**src/rtl/regfile_param_2w2r.sv**
```systemverilog
// Two-write / two-read register file with registered, write-through reads and a
// sequential clear engine that zeroes the array one entry per cycle.
module regfile_param_2w2r #(
  parameter int DATA_W   = 8,
  parameter int DEPTH    = 8,
  parameter int ADDR_W   = 3,
  parameter bit ZERO_REG = 1'b1
) (
  input  logic              clk,
  input  logic              rst,
  input  logic              clr_req,
  output logic              busy,
  input  logic              we0,
  input  logic [ADDR_W-1:0] waddr0,
  input  logic [DATA_W-1:0] wdata0,
  input  logic              we1,
  input  logic [ADDR_W-1:0] waddr1,
  input  logic [DATA_W-1:0] wdata1,
  input  logic              re1,
  input  logic [ADDR_W-1:0] raddr1,
  output logic [DATA_W-1:0] rdata1,
  output logic              rvalid1,
  input  logic              re2,
  input  logic [ADDR_W-1:0] raddr2,
  output logic [DATA_W-1:0] rdata2,
  output logic              rvalid2
);

  typedef enum logic {
    CLEAR = 1'b0,
    IDLE  = 1'b1
  } state_t;

  state_t            state, state_nxt;
  logic [ADDR_W-1:0] ptr, ptr_nxt;
  logic [DATA_W-1:0] mem [DEPTH];
  logic              idle;
  logic              wr0_ok, wr1_ok;

  // An address is usable when it maps to real storage and is not the hardwired zero.
  function automatic logic addr_ok(input logic [ADDR_W-1:0] a);
    return (32'(a) < DEPTH) && !(ZERO_REG && (a == '0));
  endfunction

  assign idle   = (state == IDLE);
  assign busy   = (state == CLEAR);
  assign wr0_ok = idle && we0 && addr_ok(waddr0);
  assign wr1_ok = idle && we1 && addr_ok(waddr1);

  // Port 1 is checked first so it wins when both writers target the read address.
  function automatic logic [DATA_W-1:0] rd_val(input logic [ADDR_W-1:0] a);
    if (!addr_ok(a))                return '0;
    if (wr1_ok && (waddr1 == a))    return wdata1;
    if (wr0_ok && (waddr0 == a))    return wdata0;
    return mem[a];
  endfunction

  // NOTE: sequential state uses non-blocking assignments so every register samples
  // pre-edge values regardless of block ordering.
  always_ff @(posedge clk or posedge rst) begin
    if (rst) begin
      state <= CLEAR;
      ptr   <= '0;
    end else begin
      state <= state_nxt;
      ptr   <= ptr_nxt;
    end
  end

  // NOTE: every output of this block gets a default first, so no path infers a latch.
  always_comb begin
    state_nxt = state;
    ptr_nxt   = ptr;
    case (state)
      CLEAR: begin
        if (32'(ptr) == DEPTH - 1) begin
          state_nxt = IDLE;
          ptr_nxt   = '0;
        end else begin
          ptr_nxt = ptr + ADDR_W'(1);
        end
      end
      IDLE: begin
        if (clr_req) begin
          state_nxt = CLEAR;
          ptr_nxt   = '0;
        end
      end
      default: begin
        state_nxt = CLEAR;
        ptr_nxt   = '0;
      end
    endcase
  end

  // NOTE: the array has no reset; the clear sweep zeroes it instead of fanning reset
  // out to every storage bit.
  always_ff @(posedge clk) begin
    if (busy) begin
      mem[ptr] <= '0;
    end else begin
      if (wr0_ok) mem[waddr0] <= wdata0;
      if (wr1_ok) mem[waddr1] <= wdata1;
    end
  end

  always_ff @(posedge clk or posedge rst) begin
    if (rst) begin
      rdata1  <= '0;
      rdata2  <= '0;
      rvalid1 <= 1'b0;
      rvalid2 <= 1'b0;
    end else begin
      rvalid1 <= idle && re1;
      rvalid2 <= idle && re2;
      if (idle && re1) rdata1 <= rd_val(raddr1);
      if (idle && re2) rdata2 <= rd_val(raddr2);
    end
  end

endmodule

```
**config.mk**
```make
export PLATFORM = sky130hd
export DESIGN_NAME = regfile_param_2w2r
export DESIGN_NICKNAME = d
export VERILOG_FILES = /design/src/rtl/regfile_param_2w2r.sv
export SDC_FILE = /design/constraint.sdc
export NUM_CORES = 1
export LEC_CHECK = 0
export ABC_CLOCK_PERIOD_IN_PS = 2300
export BUFFER_PORTS_ARGS = -buffer_cell sky130_fd_sc_hd__buf_2
export CORE_ASPECT_RATIO = 0.6
export CORE_MARGIN = 2
export CORE_UTILIZATION = 54
export CTS_CLUSTER_DIAMETER = 30
export CTS_CLUSTER_SIZE = 30
export DETAILED_ROUTE_END_ITERATION = 7
export PLACE_DENSITY = 0.73
export SLEW_MARGIN = 20
export SYNTH_ARGS = -nofsm -noshare
export SYNTH_HDL_FRONTEND = slang
export SYNTH_SLANG_ARGS = --single-unit
export TNS_END_PERCENT = 10
```
**constraint.sdc**
```tcl
create_clock -name clk -period 2.3 [get_ports clk]
set_clock_uncertainty 0.15 [all_clocks]
set_input_delay 0.23 -clock clk [delete_from_list [all_inputs] [get_ports clk]]
set_output_delay 0.23 -clock clk [all_outputs]
set_load 0.05 [all_outputs]
```
==> results of run 1 <==
## layout make-up
type | instances | area (µm²)
fillers | 780 | 3327
clock inverters | 7 | 56.30
multi-input cells | 343 | 2464
inverters | 15 | 56.30
clock buffers | 9 | 225.2
repair buffers | 90 | 560.5
flip-flops and latches | 86 | 2472
well taps | 130 | 162.7
## power breakdown
group	internal, µW	total [µW]	switching, µW
Sequential	2230	2490	266
Combinational	754	2260	1510
Clock	744	1400	652
## placed cells by master, fill, tap and decap left out, types with 5 or more instances in the layout
cell type / n
nand2_1: 81
inv_1: 15
nor2_1: 16
o21ai_0: 71
a221o_1: 6
mux4_1: 11
a21oi_1: 9
a22o_1: 7
a31oi_1: 7
clkbuf_16: 9
buf_2: 53
dfrtp_1: 22
buf_4: 34
nor3_2: 5
o21ai_1: 8
a21boi_0: 7
xnor2_1: 9
a211oi_1: 6
mux2i_1: 37
a221oi_1: 8
edfxtp_1: 64
mux4_2: 5
## cells by family after synthesis
family	Yosys count
simple gates	130
fa+ha+maj	2
mux	55
buf+inv	54
flops	86
compound gates	144
xor+xnor	12
## layer usage
metal,up-vias,part of all wire,global-route usage
met5,-,0.00085,0
met4,2,0.015,0.07500
met1,2140,0.41,0.4332
met3,28,0.15,0.1149
li1,1932,-,-
met2,291,0.42,0.4347
## tightest hold or removal path: stages
cell     delay [ns]
buf_2          0.10
nand2_4        0.08
inv_1          0.08
## synth_stat cells, types with 3 or more instances
| cell type | n |
|---|---|
| xnor2_1 | 9 |
| a31oi_1 | 7 |
| buf_2 | 10 |
| a21oi_1 | 9 |
| nand2_1 | 81 |
| a221o_1 | 6 |
| edfxtp_1 | 64 |
| a211oi_1 | 6 |
| nor2b_1 | 4 |
| mux4_1 | 11 |
| mux2i_1 | 37 |
| o22ai_1 | 3 |
| nor3_2 | 5 |
| mux4_2 | 5 |
| buf_4 | 4 |
| a21boi_0 | 7 |
| o21ai_1 | 8 |
| nor3_1 | 3 |
| o21bai_1 | 4 |
| clkbuf_1 | 11 |
| a221oi_1 | 8 |
| o21ai_0 | 71 |
| a22o_1 | 7 |
| buf_1 | 4 |
| xor2_1 | 3 |
| nand3_1 | 3 |
| buf_6 | 6 |
| dfrtp_1 | 22 |
| nor2_1 | 17 |
| inv_1 | 15 |
## registers in the layout, indices dropped and copies added (netlist names)
signal	count
rdata1	8
idle	1
mem	64
rdata2	8
ptr	3
rvalid2	1
rvalid1	1
## repair_timing
item                       in CTS  in global routing
hold buffers                    2                  0
hold endpoints to repair       26                  0
setup endpoints to repair       0                 16
resized for setup               0                  2
## how the worst max path moves through the flow
| stage | start | to | slack (ns) | cells after the start |
|---|---|---|---|---|
| after detailed placement | idle | mem[0][2] | 0.11 | 4 |
| after global routing | idle | mem[4][4] | 0.02 | 4 |
| after global placement | idle | mem[3][4] | 0.16 | 4 |
| after floorplan | waddr0[2] | mem[7][0] | 0.09 | 7 |
| after CTS | idle | mem[0][5] | 0.09 | 4 |
| final | idle | mem[4][3] | 0.19 | 4 |
## stage by stage
step | hold WS [ns] | util | instances | setup slack (ns) | power (µW)
finish | 0.09900 | 0.6432 | 680 | 0.1869 | 6153
global route | 0.1274 | 0.6432 | 680 | 0.02145 | 6417
CTS | 0.08166 | 0.6422 | 680 | 0.08917 | 6120
detailed placement | 0.1365 | 0.6099 | 662 | 0.1090 | 4732
global placement | 0.1240 | 0.6099 | 662 | 0.1627 | 4663
floorplan | 0.06923 | - | 483 | 0.08828 | 3969
==> results.cfg, run 1 <==
[timing]
timing.setup.tns_ns = 0
setup-violations-final = 0
final_hold_viol_count = 0
timing.final.crit_share = 0.9187
rsz0062_at_grt = false
fmax_ghz = 0.4732
max-slew-margin-rel = 0.4479
final_max_slew_viol_count = 0
period_minus_slack_ns = 2.113
worst-slew-pin-transition_ns = 0.8265

[setup_path]
arrival_ns = 1.94
critical_path_buf_inv_count = 0
worst_path_largest_cell_delay_ns = 0.69
cp_top_family = compound AO/OA/AOI/OAI gates
reg2reg_depth = 4
critical-path-slowest-cell = o21bai_1
cp-end-kind = flip-flop
worstReg2RegStart = idle
start_kind = flip-flop
ff2ff_setup_slack_ns = 0.19
timing.rr.end = mem[4][3]
path_class = flip-flop to flip-flop
critical_path.cell_chain = and2_1 > o21ai_0 > a32oi_1 > o21bai_1
worst-path-max-fanout = 8
wp_data_required_ns = 2.13

[die]
placement_rows = 27
core_area_mm2 = 0.009324
pin_count = 54
chipWidth_um = 131.4
chipHeight_um = 80.41
die-area_mm2 = 0.01056
start_util = 0.5636

[pwr]
power_per_cell_area_mw_per_mm2 = 1026
worst_ir_drop_vdd_mv = 0.7749
power_leakage_uw = 0.002421

[cells_and_area]
syn2layout_area_growth_pct = 14.12
design_area_mm2 = 0.005997
final_layout_size_suffix_gt1_frac = 0.2255
num-nets-final = 582
antenna_cells = 0

[place]
port_buffers = 53
placed_area_mm2 = 0.005687
gpl.final_weighted_congestion = 0.9656
dp_hpwl_um = 11150

[synth]
number_of_synthesized_register_bits = 86
synthesis.area_per_instance_um2 = 10.88
synthArstFlopShare = 0.2558
synthXorXnorAreaFrac = 0.02000
synthAdderAreaFrac = 0.004762
post_synth_instance_area_mm2 = 0.005255
post_synth_mux_area_share = 0.1512
yosys.cell_types.count = 51
main_combinational_cell_family_by_area_after_synthesis = compound AO/OA/AOI/OAI gates
synth-compound-area-share = 0.1698
gate_count_after_technology_mapping = 483
ys_seq_area_frac = 0.4705
synth_top_cell_area_share = 0.3657
synth-simple-area-share = 0.1214
synth-edff-count = 64
synth_nets = 520
yosysTopAreaCell = edfxtp_1
yosys-top-cells-area = edfxtp_1, dfrtp_1, mux2i_1
ys_dominant_reg_cell = edfxtp_1
synthesis.yosys.warnings = 0

[clock_network]
cts.clk_slew.worst_paths_ns = 0.07
cts_buffers = 9
clk_path_buf_depth = 2
post-cts-setup-buffer-count = 0
worst_skew_pair.late_latency_ns = 0.35
htree_num_levels = 3
numClockSinks = 86
clock_tree_from_tritoncts = yes
cts.root.buffer_cell = clkbuf_16

[global_routing]
grt_first_pass_wirelength_um = 23320
vias_in_the_first_global_route = 3991
antenna_found_initial = 2
globalRouteOverflowTotal = 0
grt_max_degree = 23
grt_use_total = 0.3030

[routing]
routed_wirelength_um = 15260
route.vias.total = 4393
detail-route-antenna-nets = 0
remaining_drc_errors = 0
route.detailed.wl_per_inst_um = 22.44
drt_first_iter_violations = 600
avgViaCountPerCell = 6.460
drt-pass1-iter-count = 5

[worst_hold_path]
hold_path_end = mem[0][4]
worst_hold_startpoint = wdata0[4]
min_path_cells = 3
hold_wc_path_type = input port to flip-flop

[outcome]
run_status = finished clean

[run]
max_cap_viol_count = 0
Power figures use the tool's default switching activity.
==> inputs of run 2 (changes only) <==
Settings changed: ABC_CLOCK_PERIOD_IN_PS 2300 to 1700, PLACE_DENSITY 0.73 to 0.76.
Clock period 2.3 ns to 1.7 ns, I/O delays scaled along.
==> results.cfg, run 2 (synthesis gave the netlist of run 1 again) <==
[worst_hold_path]
hold_wc_path_type = input port to flip-flop

[timing]
max-slew-margin-rel = 0.5173
rsz0062_at_grt = true
final.setup.worst_slack_ns = -0.1062
period_minus_slack_ns = 1.806
final_max_slew_viol_count = 0
setup-violations-final = 56
final_hold_viol_count = 0
worst-slew-pin-transition_ns = 0.7225
fmax_ghz = 0.5537
timing.final.crit_share = 1.062
hold-worst-slack_ns = 0.07873
timing.setup.tns_ns = -2.276

[global_routing]
vias_in_the_first_global_route = 4539
globalRouteOverflowTotal = 0
antenna_found_initial = 0
grt_max_degree = 23
grt_first_pass_wirelength_um = 27000
grt_use_total = 0.3568

[routing]
drt-pass1-iter-count = 5
route.vias.total = 4722
m1WireLength_um = 7231
avgViaCountPerCell = 6.460
route.detailed.wl_per_inst_um = 24.88
detail-route-antenna-nets = 0
wl_met3_um = 3293
drt_first_iter_violations = 579
remaining_drc_errors = 0
routed_wirelength_um = 18190
highest_layer = met4
routed-wl-met2_um = 7206

[setup_path]
wp_data_required_ns = 1.77
arrival_ns = 1.88
critical_path.cell_chain = mux4_2 > mux2_2 > a21oi_1 > a21oi_2
cp-end-kind = flip-flop
worst_path_largest_cell_delay_ns = 0.50
path_class = flip-flop to flip-flop
worst-path-max-fanout = 2
critical-path-slowest-cell = mux4_2
start_kind = flip-flop

[pwr]
worst_ir_drop_vdd_mv = 0.9102
power_leakage_uw = 0.002782
power_per_cell_area_mw_per_mm2 = 1413

[clock_network]
htree_num_levels = 3
clock_tree_from_tritoncts = yes
cts_buffers = 9
clk_path_buf_depth = 2
worst_skew_pair.late_latency_ns = 0.35
cts.clk_slew.worst_paths_ns = 0.07
cts.root.buffer_cell = clkbuf_16
numClockSinks = 86

[die]
pin_count = 54
chipHeight_um = 80.41
start_util = 0.5636
die-area_mm2 = 0.01056
chipWidth_um = 131.4
placement_rows = 27
core_area_mm2 = 0.009324

[place]
gpl.final_weighted_congestion = 1.031
dpl.cell_count = 702
dp_hpwl_um = 13420
port_buffers = 53

[outcome]
run_status = complete, but fails checks
violations = setup timing

[cells_and_area]
largest_register_ff_count = 64
layout.cells.most_common = nand2_1
num-nets-final = 633
antenna_cells = 0
registers.top_by_ff_count = mem
layout.cells.non_filler = 731
layout.cells.most_common_list = nand2_1, edfxtp_1, buf_4
final_layout_size_suffix_gt1_frac = 0.3561
syn2layout_area_growth_pct = 29.88
top_regs = mem (64), rdata1 (8), rdata2 (8)
post-route-util = 0.7320

[run]
max_cap_viol_count = 0
-- run 2: changes by cell type in the layout (fill, tap and decap cells not counted), sizes merged --
| cell | delta |
|---|---|
| inv | -1 |
| bufinv | +2 |
| buf | +50 |
| clkinv | -1 |
| nand4 | +1 |
-- run 2: cell type report --
class / instances / area [µm²]
Tap cell: 130 / 162.7
Timing Repair Buffer: 140 / 1105
Multi-Input combinational cell: 344 / 2683
Clock inverter: 7 / 115.1
Clock buffer: 9 / 225.2
Inverter: 15 / 60.06
Sequential cell: 86 / 2475
Fill cell: 648 / 2499
-- run 2: power breakdown --
group          internal (µW)  total [µW]  switching, µW
registers               3030        3590            562
logic                   1510        3810           2300
clock network           1330        2250            923
-- run 2: repair_timing --
item,in CTS,in global routing
pin swaps,8,7
hold buffers,2,0
endpoints found under the setup margin,132,109
resized for setup,46,31
buffers inserted,9,1
cloned,1,0
hold endpoints to repair,26,0
-- run 2: worst max-delay path: cells and delay by family, from the launching register on --
kind	cells	cell delay (ns)
DFF	1	0.49
muxes	2	0.79
AOI/OAI and AO/OA	2	0.24
-- run 2: stage by stage --
step / area [µm²] / setup slack [ns] / power, µW
6_report: 6825 / -0.1062 / 9645
5_1_grt: 6825 / -0.1614 / 9969
4_1_cts: 6746 / -0.08017 / 9430
3_5_place_dp: 6146 / -0.3751 / 6868
3_3_place_gp: 6146 / -0.2849 / 6768
2_1_floorplan: 5344 / -0.1861 / 5495
-- run 2: routing by layer --
| metal | global-route usage | vias to the layer above |
|---|---|---|
| met5 | 0 | - |
| met4 | 0.09674 | 0 |
| met3 | 0.2115 | 45 |
| met2 | 0.4947 | 370 |
| met1 | 0.4712 | 2263 |
| li1 | - | 2044 |
-- run 2: path summary, 6_finish.rpt --
| check | from | cells after the start | end | slack, ns |
|---|---|---|---|---|
| worst max-delay path | mem[4][1] | 4 | rdata1[1] | -0.11 |
| worst min-delay path | wdata0[0] | 3 | mem[0][0] | 0.08 |
| worst max register to register | mem[4][1] | 4 | rdata1[1] | -0.11 |
| worst min register to register | rdata2[3] | 2 | rdata2[3] | 0.35 |
| max in group asynchronous | rst | 4 | idle | 0.86 |
| min in group asynchronous | rst | 4 | rdata2[6] | 0.26 |
